**src/rtl/dsp_trig_avg.sv**
```systemverilog
`timescale 1ns/1ps
// Triggered capture of CH serial ADC channels, averaged over 2^AVG_LOG2 conversions
// and presented on a valid/ready output with sticky missed/overrun flags.
module dsp_trig_avg #(
    parameter int unsigned CH       = 4,
    parameter int unsigned DATLEN   = 12,
    parameter int unsigned DELAY    = 100,
    parameter int unsigned AVG_LOG2 = 6
) (
    input  logic                 clk,
    input  logic                 rst,
    input  logic                 trigger,
    input  logic [CH-1:0]        sdata,
    output logic [CH*DATLEN-1:0] avg,
    output logic                 avg_valid,
    input  logic                 avg_ready,
    output logic                 missed,
    output logic                 overrun
);

    localparam int unsigned ACC_W = DATLEN + AVG_LOG2;
    localparam int unsigned DLY_W = $clog2(DELAY + 1);
    localparam int unsigned BIT_W = $clog2(DATLEN + 1);
    localparam int unsigned CNT_W = AVG_LOG2 + 1;
    localparam int unsigned N     = 2 ** AVG_LOG2;

    typedef enum logic [1:0] {
        ST_IDLE,
        ST_WAIT,
        ST_SHIFT,
        ST_ACCUM
    } state_t;

    state_t               r_state;
    state_t               w_next;
    logic                 r_trig;
    logic                 w_edge;
    logic [DLY_W-1:0]     r_dly;
    logic [BIT_W-1:0]     r_bit;
    logic [CNT_W-1:0]     r_cnt;
    logic [DATLEN-1:0]    r_shift [CH];
    logic [ACC_W-1:0]     r_acc   [CH];
    logic [ACC_W-1:0]     w_sum   [CH];
    logic [DATLEN-1:0]    w_res   [CH];
    logic [CH*DATLEN-1:0] r_avg;
    logic                 r_valid;
    logic                 r_missed;
    logic                 r_overrun;
    logic                 w_dly_done;
    logic                 w_bit_done;
    logic                 w_form;

    assign w_edge     = trigger & ~r_trig;
    assign w_dly_done = (r_dly == DLY_W'(DELAY - 1));
    assign w_bit_done = (r_bit == BIT_W'(DATLEN - 1));
    assign w_form     = (r_state == ST_ACCUM) && (r_cnt == CNT_W'(N - 1));

    always_ff @(posedge clk) begin
        if (rst) begin
            r_state <= ST_IDLE;
        end else begin
            r_state <= w_next;
        end
    end

    always_comb begin
        w_next = r_state;
        case (r_state)
            ST_IDLE:  if (w_edge) w_next = ST_WAIT;
            ST_WAIT:  if (w_dly_done) w_next = ST_SHIFT;
            ST_SHIFT: if (w_bit_done) w_next = ST_ACCUM;
            ST_ACCUM: w_next = ST_IDLE;
            default:  w_next = ST_IDLE;
        endcase
    end

    // Trigger history and the WAIT / SHIFT cycle counters
    always_ff @(posedge clk) begin
        if (rst) begin
            r_trig <= 1'b0;
            r_dly  <= '0;
            r_bit  <= '0;
        end else begin
            r_trig <= trigger;
            r_dly  <= (r_state == ST_WAIT && !w_dly_done) ? r_dly + DLY_W'(1) : '0;
            r_bit  <= (r_state == ST_SHIFT && !w_bit_done) ? r_bit + BIT_W'(1) : '0;
        end
    end

    always_ff @(posedge clk) begin
        if (rst) begin
            for (int unsigned c = 0; c < CH; c++) begin
                r_shift[c] <= '0;
            end
        end else if (r_state == ST_SHIFT) begin
            for (int unsigned c = 0; c < CH; c++) begin
                r_shift[c] <= DATLEN'({r_shift[c], sdata[c]});
            end
        end
    end

    always_comb begin
        for (int unsigned c = 0; c < CH; c++) begin
            w_sum[c] = r_acc[c] + ACC_W'(r_shift[c]);
            w_res[c] = DATLEN'(w_sum[c] >> AVG_LOG2);
        end
    end

    // Accumulators restart from zero in the same cycle a result is formed
    always_ff @(posedge clk) begin
        if (rst) begin
            r_cnt <= '0;
            for (int unsigned c = 0; c < CH; c++) begin
                r_acc[c] <= '0;
            end
        end else if (r_state == ST_ACCUM) begin
            if (w_form) begin
                r_cnt <= '0;
                for (int unsigned c = 0; c < CH; c++) begin
                    r_acc[c] <= '0;
                end
            end else begin
                r_cnt <= r_cnt + CNT_W'(1);
                for (int unsigned c = 0; c < CH; c++) begin
                    r_acc[c] <= w_sum[c];
                end
            end
        end
    end

    // Output slot: a held, unconsumed result wins over a newly formed one
    always_ff @(posedge clk) begin
        if (rst) begin
            r_avg     <= '0;
            r_valid   <= 1'b0;
            r_missed  <= 1'b0;
            r_overrun <= 1'b0;
        end else begin
            if (w_form) begin
                if (!r_valid || avg_ready) begin
                    for (int unsigned c = 0; c < CH; c++) begin
                        r_avg[c*DATLEN +: DATLEN] <= w_res[c];
                    end
                    r_valid <= 1'b1;
                end else begin
                    r_overrun <= 1'b1;
                end
            end else if (r_valid && avg_ready) begin
                r_valid <= 1'b0;
            end
            if (w_edge && r_state != ST_IDLE) begin
                r_missed <= 1'b1;
            end
        end
    end

    assign avg       = r_avg;
    assign avg_valid = r_valid;
    assign missed    = r_missed;
    assign overrun   = r_overrun;

endmodule
```
**config.mk**
```make
export PLATFORM = sky130hd
export DESIGN_NAME = dsp_trig_avg
export DESIGN_NICKNAME = d
export VERILOG_FILES = /design/src/rtl/dsp_trig_avg.sv
export SDC_FILE = /design/constraint.sdc
export NUM_CORES = 1
export LEC_CHECK = 0
export ABC_AREA = 1
export CORE_MARGIN = 2
export CORE_UTILIZATION = 54
export CTS_CLUSTER_DIAMETER = 200
export DETAILED_ROUTE_END_ITERATION = 16
export PLACE_DENSITY = 0.73
export SLEW_MARGIN = 30
export SYNTH_ARGS = -nofsm -noshare
export SYNTH_HDL_FRONTEND = slang
export SYNTH_SLANG_ARGS = --single-unit
```
**constraint.sdc**
```tcl
create_clock -name clk -period 3.2 [get_ports clk]
set_input_delay 0.48 -clock clk [delete_from_list [all_inputs] [get_ports clk]]
set_output_delay 0.48 -clock clk [all_outputs]
set_load 0.05 [all_outputs]
```
==> out/summary.log <==
INFO  cells_and_area fin_area=11,870µm²
INFO  worst_hold_path holdPathStages=1
INFO  synthesis      yosys_warnings=0
INFO  setup_path     setup_slack_reg_to_reg=850ps
INFO  setup_path     worst_setup_sp_type=flop
INFO  pwr            comb_power_share=24.5%
INFO  sta            finalWorstPathRequiredPeriod=2355ps
INFO  synthesis      mappedNetlistNets=1,361
INFO  grt            grt.total_usage=22.53%
INFO  cells_and_area final.fill_count=1,622
INFO  setup_path     r2r-start=r_state[0]
INFO  placement      detailedPlacementHpwl=15.81mm
INFO  sta            finalSetupViolations=0
INFO  floorplan      initial_utilization=55.24%
INFO  run_status     result_of_the_run=finished, final reports clean
INFO  route          routed_via_density=5.170
INFO  clock_tree     cts_setup_buffers=0
INFO  synthesis      netlist_area_before_placement=10,400µm²
INFO  cells_and_area antenna_cells=0
INFO  setup_path     setup.worst_path.class=flop to flop
INFO  cells_and_area mostFrequentLayoutCell=sky130_fd_sc_hd__nand2_1
INFO  sta            max_slew_margin=59.31%
INFO  sta            final-max-slew-violation-count=0
INFO  setup_path     timing.critical_path.fanout_max=30
INFO  worst_hold_path hold_start=r_bit[0]
INFO  grt            grt_antenna_before_repair=0
INFO  pwr            sw_frac_of_total=32.77%
INFO  grt            maximum_number_of_pins_on_one_net_before_global_route_repair=47
INFO  clock_tree     cts.repair.resized=0
INFO  clock_tree     clk-insertion-delay-late=440ps
INFO  floorplan      io_pins=59
INFO  sta            rsz0062_at_grt=false
INFO  floorplan      total_die_area=20,390µm²
INFO  pwr            sequential_cell_fraction_of_total_power=45.4%
INFO  synthesis      syn_area_per_cell=8.039µm²
INFO  pwr            power_density_normalized_to_cell_area=572.1nW/µm²
INFO  clock_tree     clock-root-buffer=sky130_fd_sc_hd__clkbuf_16
INFO  clock_tree     cts_buffer_depth=2
INFO  job            max_cap_violation_count=0
INFO  synthesis      netlist_instances=1,294
INFO  floorplan      core=18,830µm²
INFO  route          drt-total-wl=22.06mm
INFO  cells_and_area area_growth=14.12%
INFO  cells_and_area drive_above_1_share=4.170%
INFO  route          detail_route.drc_violations=0
INFO  route          drt_iter0_markers=603
INFO  synthesis      synth.top_cell.area_share=29.44%
INFO  cells_and_area layout.cells.most_common_list=sky130_fd_sc_hd__nand2_1 (262), sky130_fd_sc_hd__inv_1 (209), sky130_fd_sc_hd__nor2_1 (144)
INFO  route          vias=8,412
INFO  sta            report.final.hold_viol_count=0
INFO  setup_path     rr_worst_depth=11
INFO  grt            number_of_global_route_vias_before_repair=7,946
INFO  clock_tree     htree_levels=4
INFO  cells_and_area nets=1,421
INFO  pwr            clockPowerShare=30.1%
INFO  clock_tree     path_clk_slew=70ps
INFO  setup_path     timing.critical_path.arrival=2680ps
INFO  sta            timing_worst_slew_pin_value=609.7ps
INFO  placement      placed_area=11,310µm²
INFO  sta            totalNegativeSetupSlack=0ps
INFO  clock_tree     clkSinkCount=192
INFO  synthesis      yosys.area.top_type=sky130_fd_sc_hd__edfxtp_1
INFO  floorplan      die_w=142.8µm
INFO  clock_tree     hold_buffers=0
INFO  setup_path     timing.critical_path.to_type=flop
INFO  route          dr.pass1.iters=5
INFO  placement      gp_congestion=0.9157
INFO  pwr            internal_power=4.566mW
INFO  route          routed_wire_length_per_instance=13.56µm
INFO  worst_hold_path worst_hold_path_type=flop to flop
INFO  route          ant_nets=0
INFO  synthesis      yosysSeqAreaShare=46.76%
INFO  setup_path     worstReg2RegEnd=avg[27]
INFO  pwr            power.static_leakage=5.436nW
INFO  placement      port_buffers=58
INFO  synthesis      synth.lib_cells_used.distinct=36
INFO  synthesis      yosys-top-cells-area=sky130_fd_sc_hd__edfxtp_1 (29%), sky130_fd_sc_hd__dfxtp_1 (17%), sky130_fd_sc_hd__nand2_1 (9.5%)
INFO  setup_path     worst-endpoint-required=3530ps
INFO  sta            period_share=73.59%
INFO  floorplan      die_height=142.8µm
INFO  pwr            vdd_ir_drop_max=0.0004106V
INFO  clock_tree     cts_tree=yes
INFO  sta            max_freq=424.6MHz
INFO  grt            grt_first_pass_wirelength=36.80mm
INFO  clock_tree     cts_buffers=17
INFO  worst_hold_path hold-path-endpoint=r_bit[0]
INFO  grt            grt-ovfl-total=0
INFO  floorplan      num_rows=50
INFO  sta            fin_worst_skew=13.84ps
INFO  synthesis      yosys_register_bits=192
INFO  pwr            p_sw=2.225mW
power groups by stage:
stage	Combinational (mW)	Clock, mW	Sequential (mW)
2_1_floorplan	1.25	0	3.09
3_3_place_gp	1.62	0	3.12
3_5_place_dp	1.64	0	3.13
4_1_cts	1.66	2.09	3.08
5_1_grt	1.90	2.16	3.11
6_report	1.66	2.05	3.08
worst max-delay path, stage by stage, from the launching register on:
cell	delay, ps
sky130_fd_sc_hd__dfxtp_1	380
sky130_fd_sc_hd__ha_1	250
sky130_fd_sc_hd__nand2_1	80
sky130_fd_sc_hd__nor2_2	120
sky130_fd_sc_hd__nand4_1	110
sky130_fd_sc_hd__nor2_1	130
sky130_fd_sc_hd__inv_2	90
sky130_fd_sc_hd__nor2_8	390
sky130_fd_sc_hd__buf_4	410
sky130_fd_sc_hd__nand2_1	110
sky130_fd_sc_hd__o211ai_1	90
sky130_fd_sc_hd__inv_1	50
flip-flops by register name (all words and copies together) (netlist names):
register and cells:
r_cnt 7, overrun 1, r_acc 72, avg 48, r_state 2, r_bit 4
r_shift 48, r_dly 7, avg_valid 1, missed 1, r_trig 1
final cells by class:
class	instances	area [µm²]	area share [%]
Sequential cell	192	4865	40.98
Multi-Input combinational cell	858	4588	38.65
Inverter	214	803.3	6.766
Timing Repair Buffer	71	728.2	6.134
Clock buffer	21	483.0	4.068
Tap cell	260	325.3	2.740
Clock inverter	11	78.83	0.6640
cells by family after synthesis:
kind of cell / after synthesis / synth area share, %
AND/OR/NAND/NOR: 563 / 22.67
AO/OA/AOI/OAI: 215 / 12.18
flip-flops: 192 / 46.76
XOR/XNOR: 21 / 1.768
adder cells (fa/ha/maj): 59 / 7.385
buffers and inverters: 244 / 9.225
synthesized netlist by cell type:
cell type	number
sky130_fd_sc_hd__a211oi_1	1
sky130_fd_sc_hd__a21boi_0	2
sky130_fd_sc_hd__a21o_1	17
sky130_fd_sc_hd__a21oi_1	95
sky130_fd_sc_hd__a22oi_1	3
sky130_fd_sc_hd__and2_1	3
sky130_fd_sc_hd__buf_1	3
sky130_fd_sc_hd__buf_2	11
sky130_fd_sc_hd__buf_4	6
sky130_fd_sc_hd__buf_6	1
sky130_fd_sc_hd__clkbuf_1	9
sky130_fd_sc_hd__dfxtp_1	90
sky130_fd_sc_hd__edfxtp_1	102
sky130_fd_sc_hd__fa_1	4
sky130_fd_sc_hd__ha_1	55
sky130_fd_sc_hd__inv_1	211
sky130_fd_sc_hd__inv_2	3
sky130_fd_sc_hd__nand2_1	263
sky130_fd_sc_hd__nand3_1	115
sky130_fd_sc_hd__nand3b_1	5
sky130_fd_sc_hd__nand4_1	4
sky130_fd_sc_hd__nor2_1	144
sky130_fd_sc_hd__nor2_2	1
sky130_fd_sc_hd__nor2_8	1
sky130_fd_sc_hd__nor3_1	18
sky130_fd_sc_hd__nor3b_1	1
sky130_fd_sc_hd__nor4_1	2
sky130_fd_sc_hd__o211ai_1	6
sky130_fd_sc_hd__o21a_1	37
sky130_fd_sc_hd__o21ai_0	33
sky130_fd_sc_hd__o21ai_1	11
sky130_fd_sc_hd__o21ai_2	1
sky130_fd_sc_hd__o21bai_1	9
sky130_fd_sc_hd__or2_2	6
sky130_fd_sc_hd__xnor2_1	9
sky130_fd_sc_hd__xor2_1	12
worst max path at each step:
| stage | startpoint | cells after the start | end |
|---|---|---|---|
| 2_1_floorplan | rst | 6 | r_acc[2][2] |
| 3_3_place_gp | rst | 7 | r_acc[2][13] |
| 3_5_place_dp | rst | 7 | r_acc[2][15] |
| 4_1_cts | r_state[0] | 11 | avg[39] |
| 5_1_grt | r_state[0] | 11 | avg[33] |
| 6_report | r_state[0] | 11 | avg[27] |
per-layer routing:
| layer | wire [µm] | vias up | GRT usage (%) |
|---|---|---|---|
| met5 | 0 | - | 0 |
| met4 | 309 | 0 | 6.201 |
| met3 | 702 | 30 | 4.326 |
| met2 | 10330 | 143 | 37.27 |
| met1 | 10710 | 3891 | 30.44 |
| li1 | - | 4348 | - |
metrics by stage:
stage          utilization (%)  instances  total power [mW]  hold WS (ps)  setup WS (ps)
2_1_floorplan                -       1294             4.338         417.5          817.1
3_3_place_gp             60.06       1595             4.742         431.5          819.8
3_5_place_dp             60.06       1595             4.767         442.1          773.5
4_1_cts                  63.04       1627             6.825         452.3          845.5
5_1_grt                  63.04       1627             7.176         467.2          598.3
6_report                 63.04       1627             6.791         448.9          845.1
No activity file was read; power rests on OpenSTA's default activity.
